$ cat src/rtl/seq_array_mul.sv
// Sequential shift-add multiplier, signed/unsigned per transaction, valid/ready on both sides.
// Optional SEQ_MUL_EARLY_TERM_EN: leave CALC once the remaining multiplier magnitude is zero.
module seq_array_mul #(
  parameter int WIDTH = 4,
  parameter int CNT_W = $clog2(WIDTH) + 1
) (
  input  logic               clk,
  input  logic               rst_n,
  input  logic               in_valid,
  output logic               in_ready,
  input  logic [WIDTH-1:0]   a,
  input  logic [WIDTH-1:0]   b,
  input  logic               is_signed,
  output logic               out_valid,
  input  logic               out_ready,
  output logic [2*WIDTH-1:0] s,
  output logic               busy
);

  typedef enum logic [1:0] {
    IDLE,
    CALC,
    FIX,
    DONE
  } state_t;

  state_t               state;
  logic [WIDTH-1:0]     mplier;
  logic [WIDTH-1:0]     a_mag;
  logic [WIDTH-1:0]     b_mag;
  logic [2*WIDTH-1:0]   mcand;
  logic [2*WIDTH-1:0]   acc;
  logic [CNT_W-1:0]     cnt;
  logic                 neg;
  logic                 last;

  // -2^(WIDTH-1) negates to itself, which read unsigned is the right magnitude
  always_comb begin
    a_mag = (is_signed && a[WIDTH-1]) ? -a : a;
    b_mag = (is_signed && b[WIDTH-1]) ? -b : b;
  end

`ifdef SEQ_MUL_EARLY_TERM_EN
  assign last = (mplier[WIDTH-1:1] == '0) ||
                (cnt == CNT_W'(WIDTH - 1));
`else
  assign last = (cnt == CNT_W'(WIDTH - 1));
`endif

  always_ff @(posedge clk or negedge rst_n) begin
    if (!rst_n) begin
      state     <= IDLE;
      in_ready  <= 1'b1;
      out_valid <= 1'b0;
      busy      <= 1'b0;
      s         <= '0;
      mplier    <= '0;
      mcand     <= '0;
      acc       <= '0;
      cnt       <= '0;
      neg       <= 1'b0;
    end else begin
      case (state)
        IDLE: begin
          if (in_valid && in_ready) begin
            mcand    <= {{WIDTH{1'b0}}, a_mag};
            mplier   <= b_mag;
            neg      <= is_signed & (a[WIDTH-1] ^ b[WIDTH-1]);
            acc      <= '0;
            cnt      <= '0;
            in_ready <= 1'b0;
            busy     <= 1'b1;
            state    <= CALC;
          end
        end
        CALC: begin
          if (mplier[0]) acc <= acc + mcand;
          mcand  <= mcand << 1;
          mplier <= mplier >> 1;
          cnt    <= cnt + CNT_W'(1);
          if (last) state <= FIX;
        end
        FIX: begin
          s         <= neg ? -acc : acc;
          out_valid <= 1'b1;
          busy      <= 1'b0;
          state     <= DONE;
        end
        DONE: begin
          if (out_ready) begin
            out_valid <= 1'b0;
            in_ready  <= 1'b1;
            state     <= IDLE;
          end
        end
        default: state <= IDLE;
      endcase
    end
  end

endmodule

$ cat config.mk
export PLATFORM = sky130hd
export DESIGN_NAME = seq_array_mul
export DESIGN_NICKNAME = d
export VERILOG_FILES = /design/src/rtl/seq_array_mul.sv
export SDC_FILE = /design/constraint.sdc
export NUM_CORES = 1
export LEC_CHECK = 0
export CORE_MARGIN = 2
export CORE_UTILIZATION = 50
export CTS_CLUSTER_DIAMETER = 100
export DETAILED_ROUTE_END_ITERATION = 7
export GPL_TIMING_DRIVEN = 0
export PLACE_DENSITY_LB_ADDON = 0.2
export SYNTH_ARGS = -nofsm -noshare
export SYNTH_HDL_FRONTEND = slang
export SYNTH_SLANG_ARGS = --single-unit
$ cat constraint.sdc
create_clock -name clk -period 1.85 [get_ports clk]
set_input_delay 0.37 -clock clk [delete_from_list [all_inputs] [get_ports clk]]
set_output_delay 0.37 -clock clk [all_outputs]
set_load 0.02 [all_outputs]
==> metrics.txt, run 1 <==
Via Count 1659; Worst Hold Class input pin to async pin; dpl ws -0.156 ns; Slew Limit Fails 0; Cells after Synth approximately 220; post-layout min period 1.76 ns; grt ovf 0; Final Non-Filler Cells 307; Critical Path AT 1.93 ns; most frequent cells in the layout 34 x dfrtp_1, 27 x nand2_1, 21 x clkdlybuf4s50_1, 19 x o21ai_0, 18 x a21oi_1; drt pass-1 iters 4; status finished, final reports clean; Skew-Pair Late Insertion Delay 0.29 ns; Reg clk slew, reported paths 0.07 ns; Final Worst Setup Slack 0.0909 ns; FFs w/ async S/R, synth 1.00; yosys synthesis warning count 0; Final #Nets around 290; Core ar. 0.00406 mm2; number of antenna diodes 0; Fin Setup TNS 0 ns; layout cells sized above 1 0.121; fin crit share 0.951; CTS max path bufs 2; Peak VDD IR 0.000501 V; H-tree depth 2; Yosys reg bits 37; syn_nets 253; Die ar. 0.00480 mm2; routability congestion estimate 0.865; number of library cell types mapped by synthesis 40; Fillers 374; placed instance count 295; Fmax 568 MHz; Setup Skew 0.00370 ns; Seq/Total Area, Yosys 0.435; Detail Route Antenna Nets 0; Fin. Hold Viols 0; starting density of the core 0.525; Tot Pwr 4.18 mW; Slew headroom 0.470; vias in the first global route between 1500 and 2000; Cell Area, Synth 0.00213 mm2; WL per Instance 13.2 um; final wirelength 4060 um; startpoint types flop; Die Y 69.3 um; Critical Path Sink Type flop; Iter 0 DRT Violations 99; Hold Buf Count CTS 0; Setup CP Type flop to flop; vias per std cell roughly 5.4; Fin Hold WS 0.163 ns; final setup violation count 0; Cell Rows 23; maxcap violations 0; P_leak 1.22 nW; Root Buffer clkbuf_8; Port Buffers 23; placed cell area 0.00242 mm2; Post-synth EDFFs 0; Post-Syn Area per Cell roughly 9.6 um2; gr usage total 0.183; Area Overhead vs Synth 22.3%; total CTS buffers 5; Post-DP HPWL ~3000 um; post-route cell area between 0.002 and 0.003 mm2; # DRC 0; PD cells roughly 1600 mW/mm2; Crit Path Max Fanout 3; Chip Width a little under 70 um; required time of the worst setup path between 2 and 2.5 ns; I/O Pins 24; first-pass GRT wire length 7140 um; most common cell after layout, fill and taps aside dfrtp_1; Layout Utilization 0.642; CTS tree yes; largest net degree at the start of global routing 38; Primary FF master, synth dfrtp_1; clock sinks 37; antenna violations before repair 0; Worst-Margin Slew 0.795 ns
==> area by class of cell <==
| type | instances | area, um2 | share of cell area |
|---|---|---|---|
| plain buffers | 6 | 26.3 | 0.0101 |
| well taps | 50 | 62.6 | 0.0240 |
| clock inverters | 1 | 5.00 | 0.00192 |
| repair buffers | 27 | 254 | 0.0975 |
| flip-flops and latches | 37 | 930 | 0.357 |
| multi-input cells | 166 | 1180 | 0.454 |
| inverters | 13 | 48.8 | 0.0187 |
| clock buffers | 7 | 96.3 | 0.0370 |
==> path summary, 6_finish.rpt <==
path                                        from                     to  slack (ns)  depth (start not counted)
max reg2reg                 mcand[0]$_DFFE_PN0P_     acc[6]$_DFFE_PN0P_        0.09                          7
min in group clk           mplier[3]$_DFFE_PN0P_  mplier[3]$_DFFE_PN0P_        0.47                          2
min                                        rst_n   state[0]$_DFFE_PN0P_        0.16                          1
max in group asynchronous                  rst_n     acc[1]$_DFFE_PN0P_        1.13                          1
max                         mcand[0]$_DFFE_PN0P_     acc[6]$_DFFE_PN0P_        0.09                          7
min reg2reg                mplier[3]$_DFFE_PN0P_  mplier[3]$_DFFE_PN0P_        0.47                          2
==> logic make-up after synthesis <==
family,after synthesis,share of synthesized area
multiplexers,5,0.0241
adder cells (fa/ha/maj),18,0.109
AND/OR/NAND/NOR,64,0.146
buffers and inverters,19,0.0347
XOR/XNOR,13,0.0535
flip-flops,37,0.435
AO/OA/AOI/OAI,66,0.197
==> power breakdown <==
group	internal (mW)	switching, mW
Combinational	0.957	1.16
Clock	0.337	0.281
Sequential	1.16	0.291
==> flip-flops by register name, summed over array words and instances, names as in the netlist <==
| register | cells |
|---|---|
| acc | 8 |
| mcand | 8 |
| s | 8 |
| mplier | 4 |
| cnt | 3 |
| state | 2 |
| busy | 1 |
| in_ready | 1 |
| neg | 1 |
| out_valid | 1 |
==> Yosys cell counts (all sizes together), types with 4 or more instances <==
library cell,count,share of area
dfrtp,36,0.42
nand2,27,0.048
o21ai,20,0.047
a21oi,19,0.045
ha,17,0.10
inv,13,0.023
nor2,13,0.023
xor2,10,0.041
nand3,8,0.025
a22o,7,0.029
o31ai,5,0.018
a21o,4,0.014
clkbuf,4,0.0070
mux2i,4,0.019
==> layer usage <==
layer / vias up / routed length [um] / share of wire / track usage
met4: 0 / 57 / 0.014 / 0.0588
met1: 772 / 2100 / 0.52 / 0.257
met2: 29 / 1770 / 0.43 / 0.281
met5: - / 0 / 0 / 0
met3: 5 / 134 / 0.033 / 0.0436
li1: 853 / - / - / -
==> critical path, stage by stage, from the launching register on <==
cell     delay, ns
dfrtp_1       0.42
ha_4          0.19
fa_2          0.35
a21o_1        0.16
a21o_1        0.20
a21oi_2       0.14
or4b_1        0.12
nand3_1       0.06
==> what timing repair did <==
| item | in CTS | in global routing |
|---|---|---|
| endpoints found under the setup margin | 5 | 18 |
| setup buffers | 1 | 3 |
| pin swaps | 0 | 3 |
| resized for setup | 6 | 8 |
(Power assumes the default switching activity.)
==> run 2: changes to the inputs <==
SLEW_MARGIN = 15   (was unset)
==> run 2 against run 1 <==
  * Sequential share of layout area decreased by 0.35 points
  * Sequential power about the same
  * Maximum frequency down 1.6%
  * Clock skew is 0.00055 ns lower
  * First-iteration DRC count is 17% lower
  * Critical path type unchanged
  * Highest routed layer unchanged
==> metrics.txt, run 2 (same netlist as run 1, synthesis figures left out) <==
status finished, final reports clean; I/O Pins 24 (unchanged); Chip Width 69.3 um (unchanged); vias per std cell 5.46 (+0.96%); final setup violation count 0 (unchanged); Worst path slowest cell dfrtp_1; CTS max path bufs 2 (unchanged); antenna violations before repair 0 (unchanged); maxcap violations 0 (unchanged); number of antenna diodes 0 (unchanged); Fmax 559 MHz (-1.6%); Peak VDD IR 0.000588 V (+17%); gr usage total 0.175 (-0.00826); Core ar. 0.00406 mm2 (unchanged); Iter 0 DRT Violations 82 (-17%); largest net degree at the start of global routing 29 (-24%); Setup Skew 0.00314 ns (-0.000551 ns); drt pass-1 iters 5 (+1); # DRC 0 (unchanged); Crit Path Max Fanout 3 (unchanged); Port Buffers 23 (unchanged); Setup CP Type flop to flop; CTS tree yes; final wirelength 4070 um (about the same); biggest regs acc x8, mcand x8, s x8; starting density of the core 0.525 (unchanged); first-pass GRT wire length 6980 um (-2.2%); Detail Route Antenna Nets 0 (unchanged); total CTS buffers 5 (unchanged); Worst-Margin Slew 0.611 ns (-0.183 ns); Final Non-Filler Cells 307 (unchanged); Critical Path AT 1.95 ns (+0.02 ns); CP dominant cell by count a21o_1; placed cell area 0.00244 mm2 (+0.83%); Worst Hold Class flop to flop; post-route cell area 0.00263 mm2 (+0.86%); Slew Limit Fails 0 (unchanged); cells along the critical path ha_4 > fa_2 > a21o_1 > a21o_1 > a21oi_2 > or4b_4 > nand3_1; grt ovf 0 (unchanged); Skew-Pair Late Insertion Delay 0.28 ns (about the same); Root Buffer clkbuf_8; Tot Pwr 4.18 mW (-0.11%); R2R depth 7 (unchanged); most common cell after layout, fill and taps aside dfrtp_1; P_leak 1.23 nW (+0.80%); WL per Instance 13.2 um (about the same); Cell Rows 23 (unchanged); Post-DP HPWL 2950 um (+0.48%); vias in the first global route 1513 (-0.13%); CP peak stage delay 0.42 ns (about the same); Die ar. 0.00480 mm2 (unchanged); post-layout min period 1.79 ns (+0.0284 ns); Die Y 69.3 um (unchanged); PD cells 1590 mW/mm2 (-0.97%); placed instance count 296 (+0.34%); most frequent cells in the layout 35 x dfrtp_1, 27 x nand2_1, 21 x clkdlybuf4s50_1, 19 x o21ai_0, 18 x a21oi_1; Critical Path Sink Type flop; layout cells sized above 1 0.117 (-0.00389); startpoint types flop; Final #Nets 287 (unchanged); Worst Hold Depth 2; required time of the worst setup path 2.01 ns (about the same); Fin. Hold Viols 0 (unchanged); Slew headroom 0.591 (+0.120); RSZ-0062 raised after global routing yes; fin crit share 0.966 (+0.0154); Reg clk slew, reported paths 0.07 ns (about the same); clock sinks 37 (unchanged); routability congestion estimate 0.865 (unchanged); Area Overhead vs Synth 23.4%; H-tree depth 2 (unchanged); Via Count 1675 (+0.96%)
-- run 2: power breakdown --
part | switching [mW] | leakage [nW] | internal, mW
clock network | 0.272 | 0.0542 | 0.337
logic | 1.17 | 0.703 | 0.954
registers | 0.292 | 0.475 | 1.15
-- run 2: layout make-up --
cell class / count / area (um2)
Inverter: 13 / 48.8
Buffer: 6 / 27.5
Multi-Input combinational cell: 166 / 1190
Timing Repair Buffer: 27 / 269
Sequential cell: 37 / 928
Tap cell: 50 / 62.6
Clock inverter: 1 / 5.00
Clock buffer: 7 / 96.3
Fill cell: 360 / 1430
-- run 2: repair_timing --
| action | CTS | global route |
|---|---|---|
| resized for setup | 4 | 12 |
| buffers inserted | 1 | 1 |
| hold endpoints to repair | 8 | 0 |
| pin swaps | 0 | 3 |
| endpoints found under the setup margin | 5 | 20 |
| hold buffers | 1 | 0 |
-- run 2: final timing paths --
check	from	to	slack, ns
setup / recovery	mcand[0]$_DFFE_PN0P_	acc[6]$_DFFE_PN0P_	0.06
min in group asynchronous	rst_n	cnt[2]$_DFFE_PN0P_	0.49
setup reg to reg	mcand[0]$_DFFE_PN0P_	acc[6]$_DFFE_PN0P_	0.06
max in group asynchronous	rst_n	acc[1]$_DFFE_PN0P_	0.93
hold reg to reg	mplier[3]$_DFFE_PN0P_	mplier[3]$_DFFE_PN0P_	0.47
hold / removal	mplier[3]$_DFFE_PN0P_	mplier[3]$_DFFE_PN0P_	0.47
-- run 2: metrics by stage --
step / worst slack [ns] / hold WS [ns] / utilization / setup TNS [ns]
floorplan: 0.0526 / 0.0744 / - / 0
global placement: -0.423 / 0.454 / 0.597 / -15.99
detailed placement: -0.159 / 0.255 / 0.601 / -1.09
finish: 0.0625 / 0.470 / 0.648 / 0
CTS: 0.00742 / 0.476 / 0.631 / 0
global route: -0.0408 / 0.501 / 0.648 / -0.0494
-- run 2: per-layer routing --
metal,part of all wire,global-route usage,routed length (um),up-vias
li1,-,-,-,857
met1,0.49,0.254,2010,783
met2,0.47,0.276,1890,33
met3,0.038,0.0349,154,2
met4,0.0034,0.0327,14,0
met5,0,0,0,-
-- run 2: critical path, delay by kind of cell (launching register included) --
| kind | cells | cell delay [ns] |
|---|---|---|
| compound gates | 3 | 0.51 |
| simple gates | 2 | 0.19 |
| flops | 1 | 0.42 |
| fa+ha+maj | 2 | 0.54 |
